<file path="src/rtl/imem_loader.sv">
// Host-side loader for the instruction cache: halts the core, writes/reads program
// words over a valid/ready command channel, then releases the core to fetch from PC 0.
module imem_loader #(
  parameter int ADDR_WIDTH = 9,
  parameter int DATA_WIDTH = 32
) (
  input  logic                  clk,
  input  logic                  rst,
  input  logic                  cmd_valid,
  output logic                  cmd_ready,
  input  logic [1:0]            cmd_op,
  input  logic [ADDR_WIDTH-1:0] cmd_addr,
  input  logic [DATA_WIDTH-1:0] cmd_data,
  output logic                  rsp_valid,
  output logic [DATA_WIDTH-1:0] rsp_data,
  input  logic                  rsp_ready,
  input  logic [ADDR_WIDTH-1:0] core_pc,
  output logic [ADDR_WIDTH-1:0] imem_addr,
  output logic [DATA_WIDTH-1:0] imem_din,
  output logic                  imem_we,
  input  logic [DATA_WIDTH-1:0] imem_dout,
  output logic                  core_en,
  output logic                  core_rst,
  output logic [ADDR_WIDTH:0]   words_written,
  output logic                  cmd_err
);

  typedef enum logic [2:0] {
    S_HALT, S_WR, S_RD_ADDR, S_RD_DATA, S_RSP, S_RUN
  } state_t;

  localparam logic [1:0] OP_WRITE = 2'b00;
  localparam logic [1:0] OP_READ  = 2'b01;
  localparam logic [1:0] OP_RUN   = 2'b10;
  localparam logic [1:0] OP_HALT  = 2'b11;

  localparam logic [ADDR_WIDTH:0] WMAX = {1'b1, {ADDR_WIDTH{1'b0}}};

  state_t                r_state, w_next;
  logic [ADDR_WIDTH-1:0] r_addr;
  logic [DATA_WIDTH-1:0] r_data;
  logic                  r_rsp_valid;
  logic [DATA_WIDTH-1:0] r_rsp_data;
  logic                  r_cmd_err;
  logic [ADDR_WIDTH:0]   r_words;
  logic                  w_fire;
  logic                  w_is_mem_op;

  assign cmd_ready     = rst && (r_state == S_HALT || r_state == S_RUN);
  assign w_fire        = cmd_valid && cmd_ready;
  assign w_is_mem_op   = (cmd_op == OP_WRITE) || (cmd_op == OP_READ);
  assign rsp_valid     = r_rsp_valid;
  assign rsp_data      = r_rsp_data;
  assign cmd_err       = r_cmd_err;
  assign words_written = r_words;

  always_comb begin
    w_next = r_state;
    case (r_state)
      S_HALT: if (w_fire) begin
        case (cmd_op)
          OP_WRITE: w_next = S_WR;
          OP_READ:  w_next = S_RD_ADDR;
          OP_RUN:   w_next = S_RUN;
          default:  w_next = S_HALT;
        endcase
      end
      S_WR:      w_next = S_HALT;
      S_RD_ADDR: w_next = S_RD_DATA;
      S_RD_DATA: w_next = S_RSP;
      S_RSP:     if (rsp_ready) w_next = S_HALT;
      S_RUN:     if (w_fire && cmd_op == OP_HALT) w_next = S_HALT;
      default:   w_next = S_HALT;
    endcase
  end

  // Cache port is owned by the core fetch path only while running.
  always_comb begin
    imem_addr = r_addr;
    imem_din  = r_data;
    imem_we   = 1'b0;
    core_en   = 1'b0;
    core_rst  = 1'b1;
    if (r_state == S_RUN) begin
      imem_addr = core_pc;
      imem_din  = '0;
      core_en   = 1'b1;
      core_rst  = 1'b0;
    end else if (r_state == S_WR) begin
      imem_we   = 1'b1;
    end
  end

  always_ff @(posedge clk) begin
    if (!rst) begin
      r_state     <= S_HALT;
      r_addr      <= '0;
      r_data      <= '0;
      r_rsp_valid <= 1'b0;
      r_rsp_data  <= '0;
      r_cmd_err   <= 1'b0;
      r_words     <= '0;
    end else begin
      r_state <= w_next;
      case (r_state)
        S_HALT: if (w_fire) begin
          if (w_is_mem_op) begin
            r_addr <= cmd_addr;
            r_data <= cmd_data;
          end else if (cmd_op == OP_HALT) begin
            r_cmd_err <= 1'b0;
            r_words   <= '0;
          end
        end
        S_WR: if (r_words != WMAX) r_words <= r_words + 1'b1;
        S_RD_DATA: begin
          r_rsp_data  <= imem_dout;
          r_rsp_valid <= 1'b1;
        end
        S_RSP: if (rsp_ready) r_rsp_valid <= 1'b0;
        // Memory ops while running are swallowed and flagged, never touching the cache.
        S_RUN: if (w_fire) begin
          if (w_is_mem_op) begin
            r_cmd_err <= 1'b1;
          end else if (cmd_op == OP_HALT) begin
            r_cmd_err <= 1'b0;
            r_words   <= '0;
          end
        end
        default: ;
      endcase
    end
  end

endmodule

</file>
<file path="config.mk">
export PLATFORM = sky130hd
export DESIGN_NAME = imem_loader
export DESIGN_NICKNAME = d
export VERILOG_FILES = /design/src/rtl/imem_loader.sv
export SDC_FILE = /design/constraint.sdc
export NUM_CORES = 1
export LEC_CHECK = 0
export BUFFER_PORTS_ARGS = -buffer_cell sky130_fd_sc_hd__buf_2
export CAP_MARGIN = 20
export CELL_PAD_IN_SITES_DETAIL_PLACEMENT = 2
export CELL_PAD_IN_SITES_GLOBAL_PLACEMENT = 2
export CORE_MARGIN = 4
export CORE_UTILIZATION = 22
export DETAILED_ROUTE_END_ITERATION = 10
export PLACE_DENSITY_LB_ADDON = 0.1
export SYNTH_ARGS = -nofsm -noshare
export SYNTH_HDL_FRONTEND = slang
export SYNTH_SLANG_ARGS = --single-unit
</file>
<file path="constraint.sdc">
create_clock -name clk -period 1.76 [get_ports clk]
set_clock_uncertainty 0.05 [all_clocks]
set_input_delay 0 -clock clk [delete_from_list [all_inputs] [get_ports clk]]
set_output_delay 0 -clock clk [all_outputs]
set_load 0.1 [all_outputs]
</file>
Yosys cells after proc, flatten, opt, wreduce, memory -nomap -nowiden
Index checks and enable logic that the tools add are counted.
Cells by class
  $add $sub $neg: 1
  multiply operators: 0
  div/mod/pow operators: 0
  order comparisons: 0
  equal/unequal tests: 18
  shift operators: 0
  multiplexer cells: 24
  bitwise gates (word level): 0
  reduce and logical (&&, ||, !) cells: 16
Operators with widths (number)
  $mux 10: 4
  $mux 32: 1
  $pmux 10 s2: 1
  $pmux 3 s5: 1
  $ne 2x2->1 const B: 6
  $add 10x1->10 const B: 1
  $mux 1: 10
  $ne 10x10->1 const B: 1
  $mux 3: 3
  $mux 9: 1
  $pmux 3 s3: 1
  $eq 3x2->1 const B: 2
  $eq 3x3->1 const B: 2
  $ne 2x1->1 const B: 3
  $reduce_and 3->1: 2
  $reduce_bool 2->1: 3
  $reduce_and 5->1: 1
  $eq 2x2->1 const B: 2
  $pmux 1 s2: 2
  $reduce_and 4->1: 1
  $eq 3x1->1 const B: 1
  $logic_and 1x1->1: 3
  $logic_not 3->1: 1
  $eq 2x1->1 const B: 1
  other kinds (4): 5
Storage, ports and cells
  bits in registers: 88
  latch bits: 0
  RAM bits: 0
  memory bits (read-only): 0
  memories kept: 0

Longest topological paths before layout
Gate-level depths: netlist of run 1.
  depth after elaboration: 7
  depth in mapped cells: 7
  depth with buffers taken out: 7

Worst setup path after synthesis of run 1
Ideal clock, no wire load.
  path kind: register to register
  start point: register r_state[0]
  end point: register r_words[9] (netlist: words_written[9])
  library setup time: 123 ps
  arrival time: 2955 ps
  slack: -1369 ps
  stages on the path, launching flop included: 7
  clock period less this slack: 3129 ps
  path through: dfxtp_1 -> buf_2 -> nor3b_2 -> nand4_1 -> nand4_2 -> nor3_1 -> mux2_1
Between the ends
  cells in the longest elaborated chain, start to end: 6
  elaborated cells on any way between the ends: 14
  those cells by class: eq/ne: 6; mux: 1; reduce/logical: 7
RTL lines
  start, declared: line 39  | state_t r_state, w_next;
  start signal, assigned: line 104  | r_state <= w_next;
  $eq 3x3->1 / $logic_not 3->1 (equally long branches): line 49, 105
  $logic_or 1x1->1: line 49  | assign cmd_ready = rst && (r_state == S_HALT || r_state == S_RUN);
  $logic_and 1x1->1: line 49
  $logic_and 1x1->1: line 50  | assign w_fire = cmd_valid && cmd_ready;
  $ne 2x1->1 (no source line)
  $reduce_and 5->1 (no source line)
  end signal, assigned: line 115  | S_WR: if (r_words != WMAX) r_words <= r_words + 1'b1;
  end, declared: line 45  | logic [ADDR_WIDTH:0] r_words;
Parallel ways exist; a longest one is shown, timed or not.
A chain may end at the register's enable or synchronous reset.

Worst setup path in the final report of run 1
  start point: register r_state[0]
  end point: register r_data[22]
Between the ends
  cells in the longest elaborated chain, start to end: 5
  elaborated cells on any way between the ends: 6
  those cells by class: eq/ne: 1; reduce/logical: 5
RTL lines
  $eq 3x3->1 / $logic_not 3->1 (equally long branches): line 49, 105
  $logic_or 1x1->1: line 49
  $logic_and 1x1->1: line 49
  $logic_and 1x1->1: line 50
  $reduce_and 3->1 (no source line) *
  end signal, assigned: line 109  | r_data <= cmd_data;
  end, declared: line 41  | logic [DATA_WIDTH-1:0] r_data;
Mark *: on every way between the ends. The rest lies on a longest branch, timed or not.

==> results.ini, run 1 <==
[route]
wl_mm=17.5
drt-pass1-iter-count=4
post-route-drc-count=0
wire_per_inst_um=17.5
vias_per_cell=4.54
vias=4538
drtAntennaViolNets=0
first_iter_violations=109

[synthesis]
yosysWarnings=0
syn_area_um2=3690
synth-main-ff-cell=dfxtp_1
async_reset_ff_share_pct=0
yosysSeqAreaShare_pct=47.8
synth_edf_count=0
avgSynthCellArea_um2=7.48
postSynthCellCount=493
synth_nets=583
synth.distinct_cells=37
postSynthRegisterBits=88

[clocking]
numCtsBuffers=9
clk_latency_ps=340
numClockSinks=88
tritoncts=yes
clkTransAtPathRegs_ps=60
cts_root_buf=clkbuf_16
clock_tree.buffer_depth=2
cts_max_level=3

[place]
place_inst=890
dp_hpwl_mm=11.2
gp_congestion=0.819
io_buffers=176

[pwr]
p_sw_mw=1.80
swShare_pct=31.7
power.total_mw=5.69
p_int_mw=3.88
comb_power_share_pct=28.7
ir_drop_uv=418
p_per_area_nw_per_um2=777
p_seq_share_pct=36.7
power.static_leakage_nw=3.05
pwr-share-clk_pct=34.6

[die]
row_count=47
die-area_um2=18900
start_util_pct=22.3
ios=177
core_area_um2=16500
fp.dieH_um=137
die_x_um=137

[global_route]
grt_overflow=0
grt_pass1_wl_mm=25.7
grt_max_degree=42
track_usage_pct=17.4
antenna_found_initial=0
grt_pass1_vias=4973

[timing]
rsz0062_at_grt=true
setup_violations=1
finalMaxSlewViolations=0
timing.fmax_mhz=558
final.period_utilization_pct=102
min_period_ps=1790
setup_slack_ps=-32.0
hold_viol=0
tightestPinTransition_ps=506
relSlewSlack_pct=66.2

[cells_and_area]
fill_cells=1818
fin_nets=864
finalNonFillerCells=999
drive_gt1_share_pct=41.8
area_growth_syn_to_layout_pct=98.4
num_antenna_cells=0

[setup_path]
crit_path_start_kind=flop
end_kind=flop
cp.required_ps=1970
critPathKind=flop to flop
crit_fanout=10
cp.arrival_ps=2000

[job]
cap_violations=0

[outcome]
status=complete, but fails checks
violations=negative setup slack

[hold_path]
hold_class=primary input to flop

## cell usage after synthesis (4+ instances only)
| library cell | n | area, µm² |
|---|---|---|
| and2_1 | 33 | 206 |
| dfxtp_1 | 88 | 1760 |
| buf_2 | 7 | 35.0 |
| clkbuf_1 | 26 | 97.6 |
| xor2_1 | 4 | 35.0 |
| nor2_1 | 10 | 37.5 |
| nor3_1 | 4 | 20.0 |
| inv_1 | 7 | 26.3 |
| nand3_1 | 11 | 55.1 |
| nand4_1 | 5 | 31.3 |
| nand2_1 | 180 | 676 |
| a21oi_1 | 83 | 415 |
## power groups by stage
| stage | sequential, mW | clock (mW) | combinational, mW |
|---|---|---|---|
| after floorplan | 2.17 | 0 | 0.730 |
| after global placement | 2.12 | 0 | 1.31 |
| after detailed placement | 2.12 | 0 | 1.33 |
| after CTS | 2.08 | 2.04 | 1.50 |
| after global routing | 2.09 | 2.12 | 1.73 |
| final | 2.09 | 1.97 | 1.63 |
## worst paths after layout
| kind | end | startpoint | cells after the start | slack [ps] |
|---|---|---|---|---|
| worst min register to register | rsp_data[27] | rsp_data[27] | 2 | 400 |
| worst min-delay path | cmd_err | cmd_op[1] | 5 | 170 |
| worst max-delay path | r_data[22] | r_state[0] | 7 | -30 |
| worst max register to register | r_data[22] | r_state[0] | 7 | -30 |
## cells in the final DEF (no fill, tap or decap), drive strengths merged, types with 2 or more instances in the layout
master,synthesis,routed
a211oi,2,2
a21oi,83,83
a311oi,2,2
and2,33,33
and3,2,2
buf,7,223
clkbuf,26,14
clkinv,0,3
clkinvlp,0,2
dfxtp,88,88
dlygate4sd3,0,77
ha,2,2
inv,8,7
nand2,180,180
nand3,11,11
nand4,6,6
nor2,10,10
nor3,4,4
nor4,3,3
o21ai,4,4
or3,3,3
xnor2,2,2
xor2,4,4
## critical path, cell delays in order, from the launching register on
cell and delay [ps]:
dfxtp_4 380, or2_4 250, buf_4 160, nor4_4 260
buf_6 190, clkbuf_16 170, nand2_1 80, a21oi_1 180
## cell type report
type                    instances  area, µm²  area share, %
multi-input cells             364       2070           28.3
well taps                     220        275           3.76
clock buffers                  11        243           3.32
repair buffers                303       2860           39.1
inverters                       8       36.3          0.496
flip-flops and latches         88       1770           24.2
clock inverters                 5       56.3          0.770
## per-layer routing
metal | global-route usage (%) | share of wire, % | vias to the layer above
met2 | 31.3 | 52 | 114
met1 | 19.9 | 41 | 2231
met5 | 0 | 0 | -
met3 | 5.48 | 5.9 | 20
li1 | - | - | 2173
met4 | 4.21 | 1.4 | 0
## metrics by stage
step | util (%) | setup slack [ps] | setup TNS [ps] | hold slack (ps) | instance area (µm²)
2_1_floorplan | - | -791 | -6230 | 86.0 | 3830
3_3_place_gp | 35.3 | -48.4 | -109 | 190 | 5830
3_5_place_dp | 35.3 | -107 | -380 | 200 | 5830
4_1_cts | 42.3 | -9.42 | -18.3 | 129 | 6980
5_1_grt | 44.3 | -65.5 | -610 | 212 | 7320
6_report | 44.3 | -32.0 | -32.0 | 170 | 7320
## cell families (layout without fill, tap and decap cells)
logic type,after synthesis,count (layout),synth area share (%)
DFF,88,88,47.8
adders and majority gates,2,2,0.679
muxes,2,2,0.577
xor gates and xnor gates,6,6,1.43
AOI/OAI and AO/OA,97,97,14.5
buffers and inverters,41,327,4.41
and+or+nand+nor,257,257,30.6
## repair_timing
action | CTS | global route
hold buffers | 77 | 0
resized for setup | 14 | 49
buffers inserted | 2 | 9
gates cloned | 0 | 5
endpoints found under the hold margin | 79 | 0
pin swaps | 0 | 10
setup endpoints to repair | 58 | 109
## sequential cells by signal (all words and copies together) (netlist names)
name and cells:
rsp_valid 1, cmd_err 1, words_written 10, r_state 3, r_data 32, r_addr 9, rsp_data 32
Note: power is estimated with default switching activity, not from simulation.
==> run 2, diff against run 1 <==
ABC_AREA = 1   (was unset)
CORE_UTILIZATION = 21   (was 22)
==> results.ini, run 2 <==
[place]
dp_hpwl_mm=11.2  ; +0.36%
io_buffers=176  ; unchanged
pre_cts_ws_ps=108  ; +215 ps
place_inst=962  ; +8.1%
placed_area_um2=5720  ; -2.0%
gp_congestion=0.789  ; -3.7%

[cells_and_area]
finalNonFillerCells=1060  ; +6.1%
drive_gt1_share_pct=30.6  ; -11 points
mostFrequentLayoutCells=168 x nor2_1, 133 x buf_2, 99 x nand2_1
fin_nets=916  ; +6.0%
area_growth_syn_to_layout_pct=80.0
layout_commonest_cell=nor2_1
num_antenna_cells=0  ; unchanged
final_cell_area_um2=6920  ; -5.4%

[synthesis]
synth_most_common_cell=nor2_1
postSynthRegisterBits=88  ; unchanged
syn_area_um2=3840  ; +4.2%
synth_top_cell_by_area=dfxtp_1
synth-main-ff-cell=dfxtp_1
synth.distinct_cells=26  ; -30%
yosysWarnings=0  ; unchanged
async_reset_ff_share_pct=0  ; unchanged
yosysSeqAreaShare_pct=45.8  ; -1.9 points
synth_edf_count=0  ; unchanged
avgSynthCellArea_um2=6.70  ; -10%
synth_nets=664  ; +14%
synthTopCellsByCount=168 x nor2_1, 108 x nand2_1, 88 x dfxtp_1, 77 x o21ai_0, 56 x inv_1
postSynthCellCount=574  ; +16%
ys_top_cells_by_area=dfxtp_1 46%, nor2_1 16%, nand2_1 11%
synth_top_area_share_pct=45.8  ; -1.9 points

[pwr]
ir_drop_uv=587  ; +40%
power.total_mw=8.31  ; +46%
p_per_area_nw_per_um2=1200  ; +55%
power.static_leakage_nw=3.15  ; +3.4%

[route]
first_iter_violations=111  ; +1.8%
wire_per_inst_um=16.0  ; -8.9%
post-route-drc-count=0  ; unchanged
vias_per_cell=4.36  ; -4.1%
wl_mm=16.9  ; -3.3%
drtAntennaViolNets=0  ; unchanged
vias=4619  ; +1.8%
drt-pass1-iter-count=4  ; unchanged

[clocking]
numClockSinks=88  ; unchanged
numCtsBuffers=9  ; unchanged
cts_max_level=3  ; unchanged
clk_latency_ps=350  ; about the same
cts_root_buf=clkbuf_16
tritoncts=yes
clock_tree.buffer_depth=2  ; unchanged
clkTransAtPathRegs_ps=70  ; about the same

[outcome]
status=complete, no violations

[setup_path]
cp.arrival_ps=1620  ; -380 ps
end_kind=output port
crit_fanout=23  ; +13
critPathKind=flop to output port
crit_path_start_kind=flop
cp.required_ps=1710  ; -260 ps

[timing]
tightestPinTransition_ps=527  ; +20.8 ps
rsz0062_at_grt=false
finalMaxSlewViolations=0  ; unchanged
setup_slack_ps=93.9  ; +126 ps
relSlewSlack_pct=65.1  ; -1.1 points
timing.fmax_mhz=600  ; +7.6%
min_period_ps=1670  ; -126 ps
final.period_utilization_pct=94.7  ; -7.2 points
hold_viol=0  ; unchanged
fin_tns_setup_ps=0  ; +32.0 ps
setup_violations=0  ; -1

[job]
cap_violations=0  ; unchanged

[die]
ios=177  ; unchanged
row_count=49  ; +4.3%
core_area_um2=18000  ; +8.7%
fp.dieH_um=143  ; +4.2%
die_x_um=143  ; +4.2%
die-area_um2=20500  ; +8.7%
start_util_pct=21.4  ; -0.92 points

[hold_path]
hold_class=primary input to flop

[global_route]
grt_pass1_vias=5103  ; +2.6%
antenna_found_initial=0  ; unchanged
grt_max_degree=47  ; +12%
grt_overflow=0  ; unchanged
track_usage_pct=16.4  ; -0.98 points
grt_pass1_wl_mm=26.6  ; +3.6%

## run 2: cell count changes after synthesis, sizes merged, moves of 33 or more
| cell | delta |
|---|---|
| nor2 | +160 |
| and2 | -33 |
| nand2 | -68 |
| inv | +49 |
| o21ai | +73 |
| a21oi | -68 |
## run 2: path summary, 6_finish.rpt
| check | startpoint | to | slack [ps] | cells after the start |
|---|---|---|---|---|
| setup / recovery | r_state[1] | cmd_ready | 90 | 5 |
| hold / removal | rst | r_state[2] | 90 | 5 |
| setup reg to reg | r_state[0] | words_written[1] | 200 | 8 |
| hold reg to reg | cmd_err | cmd_err | 420 | 2 |
## run 2: stage by stage
stage	hold slack, ps	util [%]
finish	92.6	38.5
global route	157	38.5
CTS	80.9	38.4
detailed placement	214	31.8
global placement	198	31.8
floorplan	115	-
## run 2: what timing repair did
action,CTS,global route
resized for setup,7,2
endpoints found under the setup margin,11,20
pin swaps,0,1
hold buffers,77,0
hold endpoints to repair,77,0
setup buffers,2,1
cloned,2,0
## run 2: cells by family after synthesis
kind of cell	share of synthesized area (%)
xor+xnor	0.228
simple gates	31.7
fa+ha+maj	0.651
compound gates	12.7
flops	45.8
buf+inv	8.95
## run 2: power breakdown
group	internal (mW)	switching, mW
logic	1.19	2.54
registers	2.18	0.142
clock network	1.39	0.862
total	4.77	3.55
## run 2: layout make-up
cell class / count / area [µm²]
clock buffers: 9 / 225
repair inverters: 1 / 7.51
fillers: 2053 / 11000
clock inverters: 7 / 120
repair buffers: 270 / 2470
multi-input cells: 399 / 1770
flip-flops and latches: 88 / 1780
well taps: 229 / 287
inverters: 57 / 251
## run 2: critical path: stages (launching register included)
cell and delay [ps]:
dfxtp_2 340, inv_2 90, nand3_4 120, bufbuf_16 340, a21oi_4 180, buf_12 200
## run 2: layer usage
metal,global-route usage [%],up-vias,routed length [µm]
met4,5.50,0,289
met1,19.0,2210,6930
li1,-,2274,-
met3,3.99,19,1010
met5,0,-,0
met2,29.6,116,8700
==> run 3, diff against run 2 <==
CORE_MARGIN = unset   (was 4)
==> results.ini, run 3 (synthesis gave the netlist of run 2 again) <==
[outcome]
status=complete, no violations

[place]
placed_area_um2=5730  ; +0.13%
pre_cts_ws_ps=130  ; +21.6 ps
gp_congestion=0.747  ; -5.2%
io_buffers=176  ; unchanged
place_inst=963  ; +0.10%
dp_hpwl_mm=10.6  ; -5.1%

[cells_and_area]
fin_nets=916  ; unchanged
fill_cells=2093  ; +1.9%
num_antenna_cells=0  ; unchanged
fin_util_pct=38.2  ; -0.29 points
drive_gt1_share_pct=30.6  ; unchanged
area_growth_syn_to_layout_pct=78.6
multiInputGateArea_um2=1770  ; +0.14%
final_cell_area_um2=6870  ; -0.76%
ff_latch_area_um2=1780  ; unchanged
finalNonFillerCells=1060  ; unchanged
mostFrequentLayoutCells=168 x nor2_1, 132 x buf_2, 98 x nand2_1
layout_commonest_cell=nor2_1

[pwr]
p_per_area_nw_per_um2=1170  ; -2.7%
power.static_leakage_nw=3.12  ; -0.95%
power.total_mw=8.03  ; -3.5%
ir_drop_uv=581  ; -1.1%

[timing]
rsz0062_at_grt=false
final.period_utilization_pct=94.9  ; +0.24 points
timing.fmax_mhz=599  ; -0.25%
setup_slack_ps=89.6  ; -4.26 ps
relSlewSlack_pct=65.1  ; about the same
tightestPinTransition_ps=527  ; +0.312 ps
finalMaxSlewViolations=0  ; unchanged
setup_violations=0  ; unchanged
hold_viol=0  ; unchanged
fin_tns_setup_ps=0  ; unchanged
worst_hold_slack_ps=109  ; +15.9 ps
min_period_ps=1670  ; +4.26 ps

[clocking]
tritoncts=yes
numClockSinks=88  ; unchanged
cts_root_buf=clkbuf_16
numCtsBuffers=9  ; unchanged
clkTransAtPathRegs_ps=60  ; about the same
cts_max_level=3  ; unchanged
clk_latency_ps=340  ; about the same
clock_tree.buffer_depth=2  ; unchanged

[global_route]
track_usage_pct=16.7  ; +0.35 points
grt_pass1_vias=4962  ; -2.8%
grt_pass1_wl_mm=24.4  ; -8.1%
antenna_found_initial=0  ; unchanged
grt_overflow=0  ; unchanged
grt_max_degree=47  ; unchanged

[setup_path]
critical_path.slowest_cell=dfxtp_4
crit_fanout=11  ; -52%
critPathKind=flop to output port
max_stage_delay_ps=360  ; +20 ps
crit_path_start_kind=flop
crit_chain=inv_2 > nand3_4 > clkbuf_16 > a21oi_4 > buf_12
end_kind=output port
cp.arrival_ps=1620  ; about the same
cp.required_ps=1710  ; about the same

[route]
vias_per_cell=4.33  ; -0.71%
wire_per_inst_um=15.0  ; -6.3%
post-route-drc-count=0  ; unchanged
drtAntennaViolNets=0  ; unchanged
vias=4586  ; -0.71%
drt-pass1-iter-count=4  ; unchanged
wl_mm=15.9  ; -6.3%
first_iter_violations=126  ; +14%

[hold_path]
hold_class=primary input to flop

[die]
fp.dieH_um=137  ; -4.2%
die_x_um=137  ; -4.2%
row_count=49  ; unchanged
die-area_um2=18800  ; -8.2%
start_util_pct=21.4  ; unchanged
core_area_um2=18000  ; unchanged
ios=177  ; unchanged

[job]
cap_violations=0  ; unchanged

[run 3: final cells by class]
type                    count  area share, %
clock buffers              11           3.53
clock inverters             5          0.820
inverters                  57           3.66
multi-input cells         399           25.8
flip-flops and latches     88           26.0
well taps                 229           4.17
repair buffers            270           35.9
repair inverters            1          0.109
[run 3: repair_timing]
action,in CTS,in global routing
setup buffers,0,1
hold buffers,77,0
pin swaps,0,2
cloned,0,3
endpoints found under the hold margin,77,0
setup endpoints to repair,11,46
gates resized for setup,2,8
[run 3: final timing paths]
kind / from / end / slack [ps] / depth (start not counted)
max: r_state[1] / cmd_ready / 90 / 5
min: rst / r_state[2] / 110 / 5
max reg2reg: r_state[1] / words_written[1] / 170 / 8
min reg2reg: rsp_valid / rsp_valid / 410 / 2
[run 3: power breakdown]
part	total [mW]	internal, mW	switching [mW]
Sequential	2.31	2.18	0.134
Clock	1.98	1.14	0.838
Combinational	3.74	1.18	2.56
Total	8.03	4.50	3.53
[run 3: per-layer routing]
metal	global-route usage (%)	routed length, µm	vias up
met2	31.1	8210	99
met5	0	0	-
met4	5.19	170	0
met3	4.12	820	9
met1	18.5	6670	2205
li1	-	-	2273
[run 3: critical path, delay by kind of cell (launching register included)]
kind	cells	cell delay, ps
buf+inv	3	530
flops	1	360
compound gates	1	200
simple gates	1	190
